===== src/rtl/keypad_scanner_if.sv =====
// Key-event channel of the keypad scanner: valid/ready head of the event
// buffer plus the held and overrun status flags.
interface keypad_scanner_if;
    logic       key_valid;
    logic [3:0] key_code;
    logic       key_ready;
    logic       key_held;
    logic       key_overrun;

    modport master (
        output key_valid,
        output key_code,
        output key_held,
        output key_overrun,
        input  key_ready
    );

    modport slave (
        input  key_valid,
        input  key_code,
        input  key_held,
        input  key_overrun,
        output key_ready
    );
endinterface


===== src/rtl/keypad_scanner.sv =====
// keypad_scanner: scans a 4x4 active-low keypad column by column, debounces
// whole-scan results, and queues one key code per press in a 2-entry buffer.
// Optional build macro KEYPAD_AUTOREPEAT_EN adds auto-repeat while a key is held.
module keypad_scanner #(
    parameter int SCAN_TICKS         = 100000,
    parameter int DEBOUNCE_SCANS     = 4,
    parameter int REPEAT_DELAY_SCANS = 500,
    parameter int REPEAT_RATE_SCANS  = 100
) (
    input  logic             clk,
    input  logic             rst_n,
    input  logic [3:0]       row_n,
    output logic [3:0]       col_n,
    keypad_scanner_if.master kif
);
    localparam int TW = $clog2(SCAN_TICKS);
    localparam int DW = $clog2(DEBOUNCE_SCANS + 1);
    localparam logic [TW-1:0] TICK_LAST = TW'(SCAN_TICKS - 1);
    localparam logic [DW-1:0] DEB_N     = DW'(DEBOUNCE_SCANS);

    generate
        if (SCAN_TICKS < 4 || DEBOUNCE_SCANS < 1 ||
            REPEAT_DELAY_SCANS < 1 || REPEAT_RATE_SCANS < 1) begin : g_param_check
            $error("keypad_scanner: parameter out of range");
        end
    endgenerate

    typedef enum logic [1:0] {ST_IDLE, ST_DEBOUNCE, ST_PRESSED} state_t;

    // Row-major keypad legend: 1 2 3 A / 4 5 6 B / 7 8 9 C / 0 F E D
    function automatic logic [3:0] key_map(input logic [1:0] row, input logic [1:0] col);
        logic [3:0] code;
        case ({row, col})
            4'h0: code = 4'h1;  4'h1: code = 4'h2;  4'h2: code = 4'h3;  4'h3: code = 4'hA;
            4'h4: code = 4'h4;  4'h5: code = 4'h5;  4'h6: code = 4'h6;  4'h7: code = 4'hB;
            4'h8: code = 4'h7;  4'h9: code = 4'h8;  4'hA: code = 4'h9;  4'hB: code = 4'hC;
            4'hC: code = 4'h0;  4'hD: code = 4'hF;  4'hE: code = 4'hE;  default: code = 4'hD;
        endcase
        return code;
    endfunction

    logic [3:0]    sync1_q, sync2_q;
    logic [TW-1:0] tick_q, tick_d;
    logic [1:0]    col_q, col_d;
    logic [1:0]    seen_q, seen_d;     // presses seen this scan, saturating at 2
    logic [3:0]    scode_q, scode_d;   // code of the first press seen this scan
    logic [2:0]    hit_cnt;
    logic [1:0]    hit_row, seen_tot;
    logic [3:0]    code_tot, res_code;
    logic          dwell_last, scan_end, res_is_code;

    state_t        state_q, state_d;
    logic [3:0]    cand_q, cand_d;
    logic [DW-1:0] cnt_q, cnt_d, cnt_inc;
    logic [DW-1:0] rcnt_q, rcnt_d, rcnt_inc;
    logic          emit_q, emit_d;

`ifdef KEYPAD_AUTOREPEAT_EN
    localparam int REP_MAX = (REPEAT_DELAY_SCANS > REPEAT_RATE_SCANS) ?
                             REPEAT_DELAY_SCANS : REPEAT_RATE_SCANS;
    localparam int RW = $clog2(REP_MAX + 1);
    logic [RW-1:0] rep_q, rep_d, rep_inc;
    logic          armed_q, armed_d;   // first repeat already issued
`endif

    logic [3:0]    mem_q [2];
    logic          rd_q, wr_q, ovr_q;
    logic [1:0]    fcnt_q;
    logic          pop, full, push_ok;

    // Two-stage synchroniser for the asynchronous row inputs
    always_ff @(posedge clk or negedge rst_n) begin
        if (!rst_n) begin
            sync1_q <= 4'hF;
            sync2_q <= 4'hF;
        end else begin
            sync1_q <= row_n;
            sync2_q <= sync1_q;
        end
    end

    // Column dwell timing and per-scan accumulation of pressed keys
    always_comb begin
        hit_cnt = '0;
        hit_row = '0;
        for (int r = 0; r < 4; r++) begin
            if (!sync2_q[3-r]) begin
                hit_cnt = hit_cnt + 3'd1;
                hit_row = 2'(r);
            end
        end
        seen_tot = seen_q;
        code_tot = scode_q;
        if (hit_cnt >= 3'd2) begin
            seen_tot = 2'd2;
        end else if (hit_cnt == 3'd1) begin
            if (seen_q == 2'd0) begin
                seen_tot = 2'd1;
                code_tot = key_map(hit_row, col_q);
            end else begin
                seen_tot = 2'd2;
            end
        end
        dwell_last  = (tick_q == TICK_LAST);
        scan_end    = dwell_last && (col_q == 2'd3);
        res_is_code = scan_end && (seen_tot == 2'd1);   // MULTI falls out as "not a code"
        res_code    = code_tot;
        tick_d      = dwell_last ? '0 : tick_q + TW'(1);
        col_d       = dwell_last ? col_q + 2'd1 : col_q;
        seen_d      = seen_q;
        scode_d     = scode_q;
        if (dwell_last) begin
            seen_d  = scan_end ? 2'd0 : seen_tot;
            scode_d = code_tot;
        end
    end

    // Scan counters and accumulators
    always_ff @(posedge clk or negedge rst_n) begin
        if (!rst_n) begin
            tick_q  <= '0;
            col_q   <= '0;
            seen_q  <= '0;
            scode_q <= '0;
        end else begin
            tick_q  <= tick_d;
            col_q   <= col_d;
            seen_q  <= seen_d;
            scode_q <= scode_d;
        end
    end

    assign col_n = ~(4'b1000 >> col_q);

    // Debounce FSM next state; steps only on the scan-end cycle
    always_comb begin
        state_d  = state_q;
        cand_d   = cand_q;
        cnt_d    = cnt_q;
        rcnt_d   = rcnt_q;
        emit_d   = 1'b0;
        cnt_inc  = cnt_q + DW'(1);
        rcnt_inc = rcnt_q + DW'(1);
`ifdef KEYPAD_AUTOREPEAT_EN
        rep_d    = rep_q;
        armed_d  = armed_q;
        rep_inc  = rep_q + RW'(1);
`endif
        if (scan_end) begin
            unique case (state_q)
                ST_IDLE: begin
                    if (res_is_code) begin
                        cand_d = res_code;
                        cnt_d  = DW'(1);
                        if (DEBOUNCE_SCANS == 1) begin
                            state_d = ST_PRESSED;
                            emit_d  = 1'b1;
                            rcnt_d  = '0;
`ifdef KEYPAD_AUTOREPEAT_EN
                            rep_d   = '0;
                            armed_d = 1'b0;
`endif
                        end else begin
                            state_d = ST_DEBOUNCE;
                        end
                    end
                end
                ST_DEBOUNCE: begin
                    if (res_is_code && res_code == cand_q) begin
                        cnt_d = cnt_inc;
                        if (cnt_inc == DEB_N) begin
                            state_d = ST_PRESSED;
                            emit_d  = 1'b1;
                            rcnt_d  = '0;
`ifdef KEYPAD_AUTOREPEAT_EN
                            rep_d   = '0;
                            armed_d = 1'b0;
`endif
                        end
                    end else begin
                        state_d = ST_IDLE;
                        cnt_d   = '0;
                    end
                end
                ST_PRESSED: begin
                    // A different code only keeps the key "down"; it never emits
                    rcnt_d = res_is_code ? '0 : rcnt_inc;
                    if (!res_is_code && rcnt_inc == DEB_N) begin
                        state_d = ST_IDLE;
                        rcnt_d  = '0;
                        cnt_d   = '0;
                    end
`ifdef KEYPAD_AUTOREPEAT_EN
                    else if ((!armed_q && rep_inc == RW'(REPEAT_DELAY_SCANS)) ||
                             ( armed_q && rep_inc == RW'(REPEAT_RATE_SCANS))) begin
                        emit_d  = 1'b1;
                        rep_d   = '0;
                        armed_d = 1'b1;
                    end else begin
                        rep_d = rep_inc;
                    end
`endif
                end
                default: state_d = ST_IDLE;
            endcase
        end
    end

    // Debounce FSM state register
    always_ff @(posedge clk or negedge rst_n) begin
        if (!rst_n) begin
            state_q <= ST_IDLE;
            cand_q  <= '0;
            cnt_q   <= '0;
            rcnt_q  <= '0;
            emit_q  <= 1'b0;
`ifdef KEYPAD_AUTOREPEAT_EN
            rep_q   <= '0;
            armed_q <= 1'b0;
`endif
        end else begin
            state_q <= state_d;
            cand_q  <= cand_d;
            cnt_q   <= cnt_d;
            rcnt_q  <= rcnt_d;
            emit_q  <= emit_d;
`ifdef KEYPAD_AUTOREPEAT_EN
            rep_q   <= rep_d;
            armed_q <= armed_d;
`endif
        end
    end

    // A pop frees a slot before the push is judged, so full+pop+push is accepted
    assign pop     = (fcnt_q != 2'd0) && kif.key_ready;
    assign full    = (fcnt_q == 2'd2);
    assign push_ok = emit_q && (!full || pop);

    // Two-entry event buffer; emitted code is cand_q, stable for a whole scan
    always_ff @(posedge clk or negedge rst_n) begin
        if (!rst_n) begin
            mem_q[0] <= '0;
            mem_q[1] <= '0;
            rd_q     <= 1'b0;
            wr_q     <= 1'b0;
            fcnt_q   <= '0;
            ovr_q    <= 1'b0;
        end else begin
            if (push_ok) begin
                mem_q[wr_q] <= cand_q;
                wr_q        <= ~wr_q;
            end
            if (pop) begin
                rd_q <= ~rd_q;
            end
            fcnt_q <= fcnt_q + {1'b0, push_ok} - {1'b0, pop};
            ovr_q  <= emit_q && full && !pop;
        end
    end

    assign kif.key_valid   = (fcnt_q != 2'd0);
    assign kif.key_code    = mem_q[rd_q];
    assign kif.key_held    = (state_q == ST_PRESSED);
    assign kif.key_overrun = ovr_q;
endmodule


===== src/flat_wrapper.sv =====
// flat-port wrapper written by rule: the top's interface ports become plain ports
module keypad_scanner_flat 
#(
    parameter int SCAN_TICKS         = 100000,
    parameter int DEBOUNCE_SCANS     = 4,
    parameter int REPEAT_DELAY_SCANS = 500,
    parameter int REPEAT_RATE_SCANS  = 100
)
  (clk, rst_n, row_n, col_n, kif_key_valid, kif_key_code, kif_key_held, kif_key_overrun, kif_key_ready);
  keypad_scanner_if kif_i ();
  input  logic clk;
  input  logic rst_n;
  input  logic [3:0] row_n;
  output logic [3:0] col_n;
  output wire logic [$bits(kif_i.key_valid)-1:0] kif_key_valid;
  output wire logic [$bits(kif_i.key_code)-1:0] kif_key_code;
  output wire logic [$bits(kif_i.key_held)-1:0] kif_key_held;
  output wire logic [$bits(kif_i.key_overrun)-1:0] kif_key_overrun;
  input wire logic [$bits(kif_i.key_ready)-1:0] kif_key_ready;
  assign kif_key_valid = kif_i.key_valid;
  assign kif_key_code = kif_i.key_code;
  assign kif_key_held = kif_i.key_held;
  assign kif_key_overrun = kif_i.key_overrun;
  assign kif_i.key_ready = kif_key_ready;
  keypad_scanner #(.SCAN_TICKS(SCAN_TICKS), .DEBOUNCE_SCANS(DEBOUNCE_SCANS), .REPEAT_DELAY_SCANS(REPEAT_DELAY_SCANS), .REPEAT_RATE_SCANS(REPEAT_RATE_SCANS)) u_core (.clk(clk), .rst_n(rst_n), .row_n(row_n), .col_n(col_n), .kif(kif_i));
endmodule

===== config.mk =====
export PLATFORM = sky130hd
export DESIGN_NAME = keypad_scanner_flat
export DESIGN_NICKNAME = d
export VERILOG_FILES = /design/src/rtl/keypad_scanner_if.sv /design/src/rtl/keypad_scanner.sv /design/src/flat_wrapper.sv
export SDC_FILE = /design/constraint.sdc
export NUM_CORES = 1
export LEC_CHECK = 0
export BUFFER_PORTS_ARGS = -buffer_cell sky130_fd_sc_hd__buf_2
export CAP_MARGIN = 40
export CORE_ASPECT_RATIO = 0.9
export CORE_UTILIZATION = 35
export DETAILED_ROUTE_END_ITERATION = 16
export HOLD_SLACK_MARGIN = 0.06
export MAX_ROUTING_LAYER = met4
export PLACE_DENSITY = 0.54
export SLEW_MARGIN = 10
export SYNTH_ARGS = -nofsm -noshare
export SYNTH_HDL_FRONTEND = slang
export SYNTH_SLANG_ARGS = --single-unit

===== constraint.sdc =====
create_clock -name clk -period 7.9 [get_ports clk]
set_input_delay 0 -clock clk [delete_from_list [all_inputs] [get_ports clk]]
set_output_delay 0 -clock clk [all_outputs]
set_load 0.05 [all_outputs]

Word-level counts from Yosys, hierarchy flattened

Memories as Yosys holds them, arrays and structs flattened.
Index checks and enable logic that the tools add are counted.

Add/subtract/negate cells: 9
Magnitude comparators: 4
Equal/unequal tests: 15
Shift operators: 1
Mux-type cells: 39
Bitwise operators: 5
Reductions and logical operators: 22

Operators with widths:

| operator                                                 | count |
|---|---|
| 2-to-1 mux 3 bit                                         | 10 |
| 2-to-1 mux 4 bit                                         | 7 |
| 2-to-1 mux 2 bit                                         | 10 |
| adder 17 x 1 -> 17 bit, second input constant            | 1 |
| == test 17 bit, second input constant                    | 1 |
| 2-to-1 mux 17 bit                                        | 1 |
| adder 3 x 1 -> 3 bit, second input constant              | 4 |
| AND reduction 4 bit                                      | 3 |
| logical AND 1 bit                                        | 9 |
| one-hot mux 3 bit (3 select lines)                       | 1 |
| bitwise mux 8 bit                                        | 1 |
| inequality test 2 x 1 -> 1 bit, second input constant    | 4 |
| == test 2 bit, second input constant                     | 3 |
| == test 3 bit, second input constant                     | 2 |
| 2-to-1 mux 1 bit                                         | 6 |
| one-hot mux 2 bit (3 select lines)                       | 1 |
| one-hot mux 3 bit (2 select lines)                       | 1 |
| demux 4 bit (select 1 bit)                               | 1 |
| == test 2 x 1 -> 1 bit, second input constant            | 2 |
| == test 4 bit                                            | 1 |
| greater-or-equal comparator 2 bit, second input constant | 2 |
| zero test 2 bit                                          | 2 |
| NOT 1 -> 2 bit                                           | 2 |
| NOT 4 bit                                                | 1 |
| 15 further kinds                                         | 19 |

Register bits: 59
Bits in read-only memories: 64
Input bits: 7
Output and inout bits: 11
Word-level logic and storage cells: 113
Memories kept: 1

Memory list:

| name             | depth | bits a word | read ports | clocked after Yosys merged registers in | write ports | line                 | RTL |
|---|---|---|---|---|---|---|---|
| (name not given) | 16    | 4           | 1          | 0                                       | 0           | keypad_scanner.sv:33 | `case ({row, col})` |

Depth between registers and ports, before layout

Gate-level depths: netlist of the first run.

Depth in word-level cells: 16
Mapped depth: 12
Gate-level depth less buffers: 12

Least setup slack after synthesis of the first run

Ideal clock, no wire load.

Path type: register to register
Start: reg u_core.sync2_q[2]
End: reg u_core.rcnt_q[0]
Library setup time: 124 ps
Data arrival time: 3369 ps
Data required time: 7776 ps
Path slack: 4407 ps
Stages on the path, launching flop included: 12
Buffers on the path: 0
Period minus slack after synthesis: 3493 ps
Cell sequence: dfstp_2 -> inv_1 -> ha_1 -> xnor2_1 -> ha_1 -> nor2b_1 -> a31o_2 -> nor4_1 -> nand3_1 -> nor4b_2 -> o2111ai_1 -> a211o_1

Cells in the longest elaborated chain, start to end: 14
Elaborated cells on any way between the ends: 27
Those cells by class: 2 x add/sub; 1 x order compare; 4 x eq/ne; 14 x mux; 5 x reduce/logical; 1 x memory

Ends and longest elaborated chain:

| what                                                                          | line                  | RTL |
|---|---|---|
| start: declaration                                                            | keypad_scanner.sv:42  | `logic [3:0] sync1_q, sync2_q;` |
| start signal: assignment                                                      | keypad_scanner.sv:78  | `sync2_q <= sync1_q;` |
| parallel branches: the longest is 14 deep, another holds adder 3 x 1 -> 3 bit | n/a                   |  |
| end signal: assignment                                                        | keypad_scanner.sv:225 | `rcnt_q <= rcnt_d;` |
| end: declaration                                                              | keypad_scanner.sv:55  | `logic [DW-1:0] rcnt_q, rcnt_d, rcnt_inc;` |

Parallel ways; which one is timed is not known.
A chain may end at the register's enable or synchronous reset.

Worst setup path after layout of the first run

Start: reg u_core.sync2_q[2]
End: reg u_core.rcnt_q[2]

The elaborated chain is that of the path after synthesis.

==> results of run 1 <==
layout by cell type (no fill, tap or decap), drive strengths merged, types with 9 or more instances in the layout:
master,n
nand2,30
o21ai,16
mux2,16
clkbuf,12
a21oi,9
ha,20
buf,19
xor2,10
nor2,18
xnor2,16
dfrtp,51
nand3,10
inv,23
cell families after synthesis:
group | share of synthesized area, %
simple gates | 18.7
flops | 46.0
compound gates | 10.2
xor+xnor | 7.74
buf+inv | 3.17
fa+ha+maj | 7.74
mux | 6.50
metal layers:
metal  wire length [um]  share of wire, %
met2               2590                43
met1               3140                53
met3                160               2.7
met4                 74               1.2
met5                  0                 0
stage by stage:
step / utilization (%) / worst slack (ps) / hold WS [ps] / power (mW)
global placement: 39.6 / 4170 / 105 / 0.413
global route: 43.0 / 3740 / 288 / 0.761
floorplan: - / 4410 / -296 / 0.391
CTS: 43.0 / 3990 / 286 / 0.738
detailed placement: 39.7 / 4000 / 106 / 0.415
finish: 43.0 / 3980 / 301 / 0.723
registers in the layout, summed over array words and instances (netlist names):
name / flops
u_core.seen_q: 2
u_core.fcnt_q: 2
u_core.tick_q: 17
u_core.cnt_q: 3
u_core.kif.key_overrun: 1
u_core.state_q: 2
u_core.sync2_q: 4
u_core.wr_q: 1
u_core.rcnt_q: 3
u_core.sync1_q: 4
u_core.cand_q: 4
u_core.emit_q: 1
u_core.scode_q: 4
u_core.rd_q: 1
u_core.col_q: 2
u_core.mem_q: 8
area by class of cell:
type,instances,area [um2],share of cell area [%]
Clock buffer,12,155,4.12
Clock inverter,4,72.6,1.92
Inverter,23,86.3,2.29
Multi-Input combinational cell,226,1650,43.7
Sequential cell,59,1490,39.4
Tap cell,119,149,3.95
Timing Repair Buffer,26,171,4.55
how the worst max path moves through the flow:
stage	startpoint	to	slack, ps	cells after the start
floorplan	u_core.sync2_q[2]$_DFF_PN1_	u_core.rcnt_q[0]$_DFFE_PN0P_	4410	11
global placement	u_core.sync2_q[2]$_DFF_PN1_	u_core.rcnt_q[2]$_DFFE_PN0P_	4170	11
detailed placement	u_core.sync2_q[2]$_DFF_PN1_	u_core.rcnt_q[2]$_DFFE_PN0P_	4000	11
CTS	u_core.sync2_q[2]$_DFF_PN1_	u_core.rcnt_q[2]$_DFFE_PN0P_	3990	11
global route	u_core.sync2_q[2]$_DFF_PN1_	u_core.rcnt_q[2]$_DFFE_PN0P_	3740	11
finish	u_core.sync2_q[2]$_DFF_PN1_	u_core.rcnt_q[2]$_DFFE_PN0P_	3980	11
power groups by stage:
stage	Clock [mW]	Combinational, mW	Sequential [mW]
after floorplan	0	0.0640	0.327
after global placement	0	0.0818	0.331
after detailed placement	0	0.0837	0.331
after CTS	0.326	0.0867	0.326
after global routing	0.339	0.0950	0.327
final	0.312	0.0855	0.325
==> summary.txt, run 1 <==
Clock network
  • CTS root buf: clkbuf_8
  • Clock Pin Slew Worst Setup and Hold Paths: 70 ps
  • Clock latency on the worst-skew pair: 330 ps
  • Clock Sinks: slightly below 60
  • Setup Buffers After CTS: 0
  • CTS tree: done
  • CTS Buf Count: 9
  • Max H-tree Level: 3
  • Post-cts sizing count: 0
  • CTS Buffer Depth: 2
  • Hold_buf cts: 6

Placed design
  • Final GP Congestion: between 0.7 and 0.8
  • Placed cells: ~450
  • Port Buffers: 17
  • Final HPWL from detailed placement: approximately 4200 um
  • Dpl cell area: between 0.003 and 0.004 mm2

Critical path
  • CP Class: flop to flop
  • Reg2Reg Launch Point: u_core.sync2_q[2]$_DFF_PN1_
  • Crit path launch type: flop
  • Crit path buf inv count: 1
  • CP max stage delay: approximately 680 ps
  • Reg2reg path depth: 11
  • CP Data Arrival Time: 4140 ps
  • R2r endpoint: u_core.rcnt_q[2]$_DFFE_PN0P_
  • Critical Path Fanout Max: 5
  • Family with the most delay on the worst path: simple AND/OR/NAND/NOR gates
  • Endpoint type of the worst setup path: flop
  • Cell Chain, Critical Path: inv_1, ha_1, xnor2_1, ha_1, nor2b_1, a31o_2, nor4_1, nand3_1, nor4b_2, o2111ai_1, a211o_1
  • Slowest cell on crit path: nor4_1
  • Reg2reg setup slack: 3980 ps
  • Worst endpoint required time: 8120 ps
  • Worst path most repeated cell: ha_1

Floorplan
  • # rows: 32
  • IO Count: 18
  • DIE WIDTH: just over 100 um
  • Chip height: between 90 and 100 um
  • Initial core utilization: roughly 37%
  • Die area: 0.00963 mm2
  • Core ar.: 0.00877 mm2

Power and ir drop
  • Int Power: 543 uW
  • VDD IR max: 91.3 uV
  • Switching part of the total: 24.9%
  • Clock power frac: 43.2%
  • Switch Pwr: between 150 and 200 uW
  • Combinational Power Share: a little under an eighth
  • Static Leak: 1.73 nW
  • PwrDens: 192 mW/mm2
  • Flop pwr share: 45.0%

GRT
  • Final global-route overflow total: 0
  • Layer with the highest usage: met2
  • Gr usage total: 14.5%
  • GRT met3 Usage: 4.04%
  • Grt met1 use: 18.6%
  • Vias in the first global route: 2,232
  • Grt met2 use: 22.1%
  • First-pass GRT wire length: between 10,000 and 15,000 um
  • Initial antenna violation count: 0
  • Largest net degree at the start of global routing: 60

Drt
  • Vias: 2,283
  • Drt first pass iters: 4
  • DR vias/cell: 4.87
  • Routed WL: approximately 6000 um
  • Wirelength per Cell: 12.7 um
  • DRC: 0
  • Final ANT Viol Nets: 0
  • DRT iter0 DRCs: 71

STA
  • RSZ-0062 raised after global routing: no
  • Pins over their slew limit: 0
  • Worst Tran Pin Value: roughly 760 ps
  • Tmin final: 3920 ps
  • Setup violations, final: 0
  • Final period util: between 40% and 50%
  • Slew margin rel.: 48.9%
  • Post-route setup TNS: 0 ps
  • Clock skew: 7.03 ps
  • F_max: 255 MHz
  • Hold Fails Final Rpt: 0

Synthesis
  • Async set-reset flop share out of synthesis: 100%
  • Syn avg cell area: 10.4 um2
  • Synth cell count leaders: 51 x dfrtp_1, 30 x nand2_1, 23 x inv_1, 20 x ha_1, 18 x nor2_1
  • Synthesis Warnings: 0
  • Area leader, netlist: dfrtp_1
  • Post-synthesis cell count: ~310
  • #FFs+latches synth: 59
  • Top cells by area, synth: dfrtp_1 39%, ha_1 7.7%, dfstp_2 6.5%
  • Seq/Total Area, Yosys: 46.0%
  • Post-synth net total: 339
  • EDFF count, synth: 0
  • Most common cell in the synthesized netlist: dfrtp_1
  • Yosys top cell area share: 39.5%
  • Post-Syn Area: around 0.0032 mm2
  • Unique masters post-synth: 50
  • Synth Flop Type: dfrtp_1

Hold path
  • Hold path cells: 2
  • Hold endpoint: u_core.sync1_q[1]$_DFF_PN1_
  • Hold path startpoint: row_n[1]
  • Worst min path class: input port to flop

Final layout
  • Final Cell Area: between 0.003 and 0.004 mm2
  • Inserted Diodes: 0
  • Layout cells sized above 1: 19.1%
  • Nets: between 300 and 400
  • Fill cells: 838
  • Final std cells w/o fill: 469
  • Synth-to-layout area growth: 16.6%

Run status
  • Status: completed

Run
  • Max_cap viols: 0
No activity file was read; power rests on OpenSTA's default activity.
==> run 2: changes to the inputs <==
- ABC_AREA: unset -> 1
- PLACE_DENSITY: 0.54 -> 0.55
- clock period: 7.9 -> 3.4 ns (I/O delays scaled with it)
==> run 2 against run 1 <==
  * Wire length rose by 20%
  * Flip-flop and latch count unchanged
  * Utilization down 0.50 points
  * Cell area rose by 10%
  * Largest power group is now clock
  * Largest cell class unchanged
  * Critical path depth increased by 8
  * Register-to-register slack got worse by 3700 ps
  * Non-clock buffer count fell by 2
  * Fmax up 28%
==> summary.txt, run 2 <==
Clock network
  • CTS Buf Count: 9 (unchanged)
  • CTS tree: done
  • Clock latency on the worst-skew pair: 330 ps (about the same)
  • Clock Pin Slew Worst Setup and Hold Paths: 50 ps (-20 ps)
  • Setup Buffers After CTS: 0 (unchanged)
  • CTS root buf: clkbuf_16
  • Max H-tree Level: 3 (unchanged)
  • Clock Sinks: 59 (unchanged)
  • Hold_buf cts: 6 (unchanged)
  • CTS Buffer Depth: 2 (unchanged)
  • Post-cts sizing count: 0 (unchanged)

Final layout
  • Multi-input gate area: 0.00179 mm2 (+8.3%)
  • Nets: 513 (+38%)
  • Most frequent cells in the layout: 135 x nand2_1, 69 x inv_1, 51 x dfrtp_1
  • Inserted Diodes: 0 (unchanged)
  • Commonest non-fill, non-tap cell in the layout: nand2_1
  • Layout cells sized above 1: 18.3% (-0.81 points)
  • Max FFs per register: 17 (unchanged)
  • Reg area: 0.00149 mm2 (unchanged)
  • Fill cells: 996 (+19%)
  • Synth-to-layout area growth: 16.2%
  • Biggest register: u_core.tick_q
  • Largest registers: u_core.tick_q (17), u_core.mem_q (8)

Drt
  • Drt first pass iters: 6 (+2)
  • DRC: 0 (unchanged)
  • DRT iter0 DRCs: 154 (+120%)
  • Routed WL: 7160 um (+20%)
  • Vias: 2,912 (+28%)
  • DR vias/cell: 4.72 (-3.0%)
  • Final ANT Viol Nets: 0 (unchanged)
  • Wirelength per Cell: 11.6 um (-8.9%)

STA
  • Final WS setup: 328 ps (-3650 ps)
  • RSZ-0062 raised after global routing: no
  • Post-route setup TNS: 0 ps (unchanged)
  • Hold Fails Final Rpt: 0 (unchanged)
  • Clock skew: 7.29 ps (+0.252 ps)
  • Slew margin rel.: 55.3% (+6.4 points)
  • Worst Tran Pin Value: 671 ps (-89.2 ps)
  • Pins over their slew limit: 0 (unchanged)
  • Tmin final: 3070 ps (-848 ps)
  • F_max: 326 MHz (+28%)
  • Setup violations, final: 0 (unchanged)
  • Final period util: 90.4% (+41 points)

Synthesis
  • Async set-reset flop share out of synthesis: 100% (unchanged)
  • Unique masters post-synth: 41 (-18%)
  • EDFF count, synth: 0 (unchanged)
  • #FFs+latches synth: 59 (unchanged)
  • Post-synthesis cell count: 455 (+46%)
  • Synth Flop Type: dfrtp_1
  • Post-Syn Area: 0.00358 mm2 (+11%)
  • Top cells by area, synth: dfrtp_1 36%, nand2_1 14%, inv_1 7.2%
  • Most common cell in the synthesized netlist: nand2_1
  • Synth cell count leaders: 135 x nand2_1, 69 x inv_1, 51 x dfrtp_1, 30 x nand3_1, 25 x o21ai_0
  • Synthesis Warnings: 0 (unchanged)
  • Post-synth net total: 482 (+42%)
  • Syn avg cell area: 7.86 um2 (-24%)
  • Area leader, netlist: dfrtp_1
  • Yosys top cell area share: 35.7% (-3.8 points)
  • Seq/Total Area, Yosys: 41.5% (-4.4 points)

GRT
  • Largest net degree at the start of global routing: 32 (-47%)
  • Final global-route overflow total: 0 (unchanged)
  • First-pass GRT wire length: 13,000 um (+26%)
  • Initial antenna violation count: 0 (unchanged)
  • Gr usage total: 16.1% (+1.5 points)
  • Vias in the first global route: 2,874 (+29%)

Placed design
  • Final HPWL from detailed placement: 5330 um (+26%)
  • Final GP Congestion: 0.818 (+7.3%)
  • Port Buffers: 17 (unchanged)
  • Pre-CTS setup slack: 349 ps (-3650 ps)

Power and ir drop
  • Final Power: 1.88 mW (+160%)
  • VDD IR max: 285 uV (+210%)
  • Static Leak: 2.07 nW (+20%)
  • PwrDens: 452 mW/mm2 (+140%)

Critical path
  • Crit path launch type: flop
  • Cell Chain, Critical Path: inv_1, ha_1, inv_1, nand2_1, nand2_1, ha_1, or2_2, nand2_2, nand2_4, nor2_8, nand3_2, nand3_1, nand2_1, nor2_2, nand2_2, nand2_2, nand2_2, nand2_1, nand2_1
  • Worst path most repeated cell: nand2_1
  • Worst endpoint required time: 3630 ps (-4490 ps)
  • Crit path buf inv count: 2 (+1)
  • Endpoint type of the worst setup path: flop
  • CP max stage delay: 550 ps (-130 ps)
  • Critical Path Fanout Max: 6 (+1)
  • Family with the most delay on the worst path: simple AND/OR/NAND/NOR gates
  • Slowest cell on crit path: dfstp_2
  • CP Class: flop to flop
  • CP Data Arrival Time: 3300 ps (-840 ps)

Floorplan
  • # rows: 34 (+6.3%)
  • Initial core utilization: 36.6% (-0.30 points)
  • IO Count: 18 (unchanged)
  • DIE WIDTH: 109 um (+5.1%)
  • Die area: 0.0106 mm2 (+10%)
  • Chip height: 97.9 um (+5.1%)
  • Core ar.: 0.00978 mm2 (+12%)

Run status
  • Status: completed

Hold path
  • Worst min path class: input port to async pin

Run
  • Max_cap viols: 0 (unchanged)
## run 2: final timing paths
check | cells after the start | end | startpoint | slack [ps]
setup / recovery | 19 | u_core.rcnt_q[1]$_DFFE_PN0P_ | u_core.sync2_q[2]$_DFF_PN1_ | 330
hold / removal | 2 | u_core.scode_q[2]$_DFFE_PN0N_ | rst_n | 250
setup reg to reg | 19 | u_core.rcnt_q[1]$_DFFE_PN0P_ | u_core.sync2_q[2]$_DFF_PN1_ | 330
hold reg to reg | 0 | u_core.sync2_q[3]$_DFF_PN1_ | u_core.sync1_q[3]$_DFF_PN1_ | 350
max in group asynchronous | 3 | u_core.sync1_q[3]$_DFF_PN1_ | rst_n | 2280
min in group clk | 2 | u_core.sync1_q[0]$_DFF_PN1_ | row_n[0] | 310
## run 2: kinds of logic after synthesis
group,synth area share (%)
adder cells (fa/ha/maj),6.99
flip-flops,41.5
AO/OA/AOI/OAI,6.99
AND/OR/NAND/NOR,34.2
buffers and inverters,8.57
XOR/XNOR,1.71
## run 2: where the power goes
part	internal (mW)	switching, mW
clock network	0.582	0.311
logic	0.0789	0.154
registers	0.732	0.0222
total	1.39	0.487
## run 2: through the flow
step	hold slack [ps]	cells	instance area [um2]	utilization, %
finish	247	617	4160	42.5
floorplan	-296	455	3580	-
global placement	86.8	595	3800	38.9
detailed placement	87.5	595	3800	38.9
global route	315	617	4160	42.5
CTS	263	617	4160	42.5
## run 2: metal layers
metal	routed length, um	up-vias	GRT usage (%)
met5	0	-	-
met4	137	0	6.44
li1	-	1502	-
met1	3450	1363	19.7
met2	3330	35	24.5
met3	239	12	4.81
## run 2: cell type report
type / count / share of cell area [%]
Inverter: 74 / 6.74
Timing Repair Buffer: 24 / 3.67
Sequential cell: 59 / 35.8
Tap cell: 126 / 3.79
Clock buffer: 11 / 5.84
Clock inverter: 5 / 1.26
Multi-Input combinational cell: 318 / 42.9
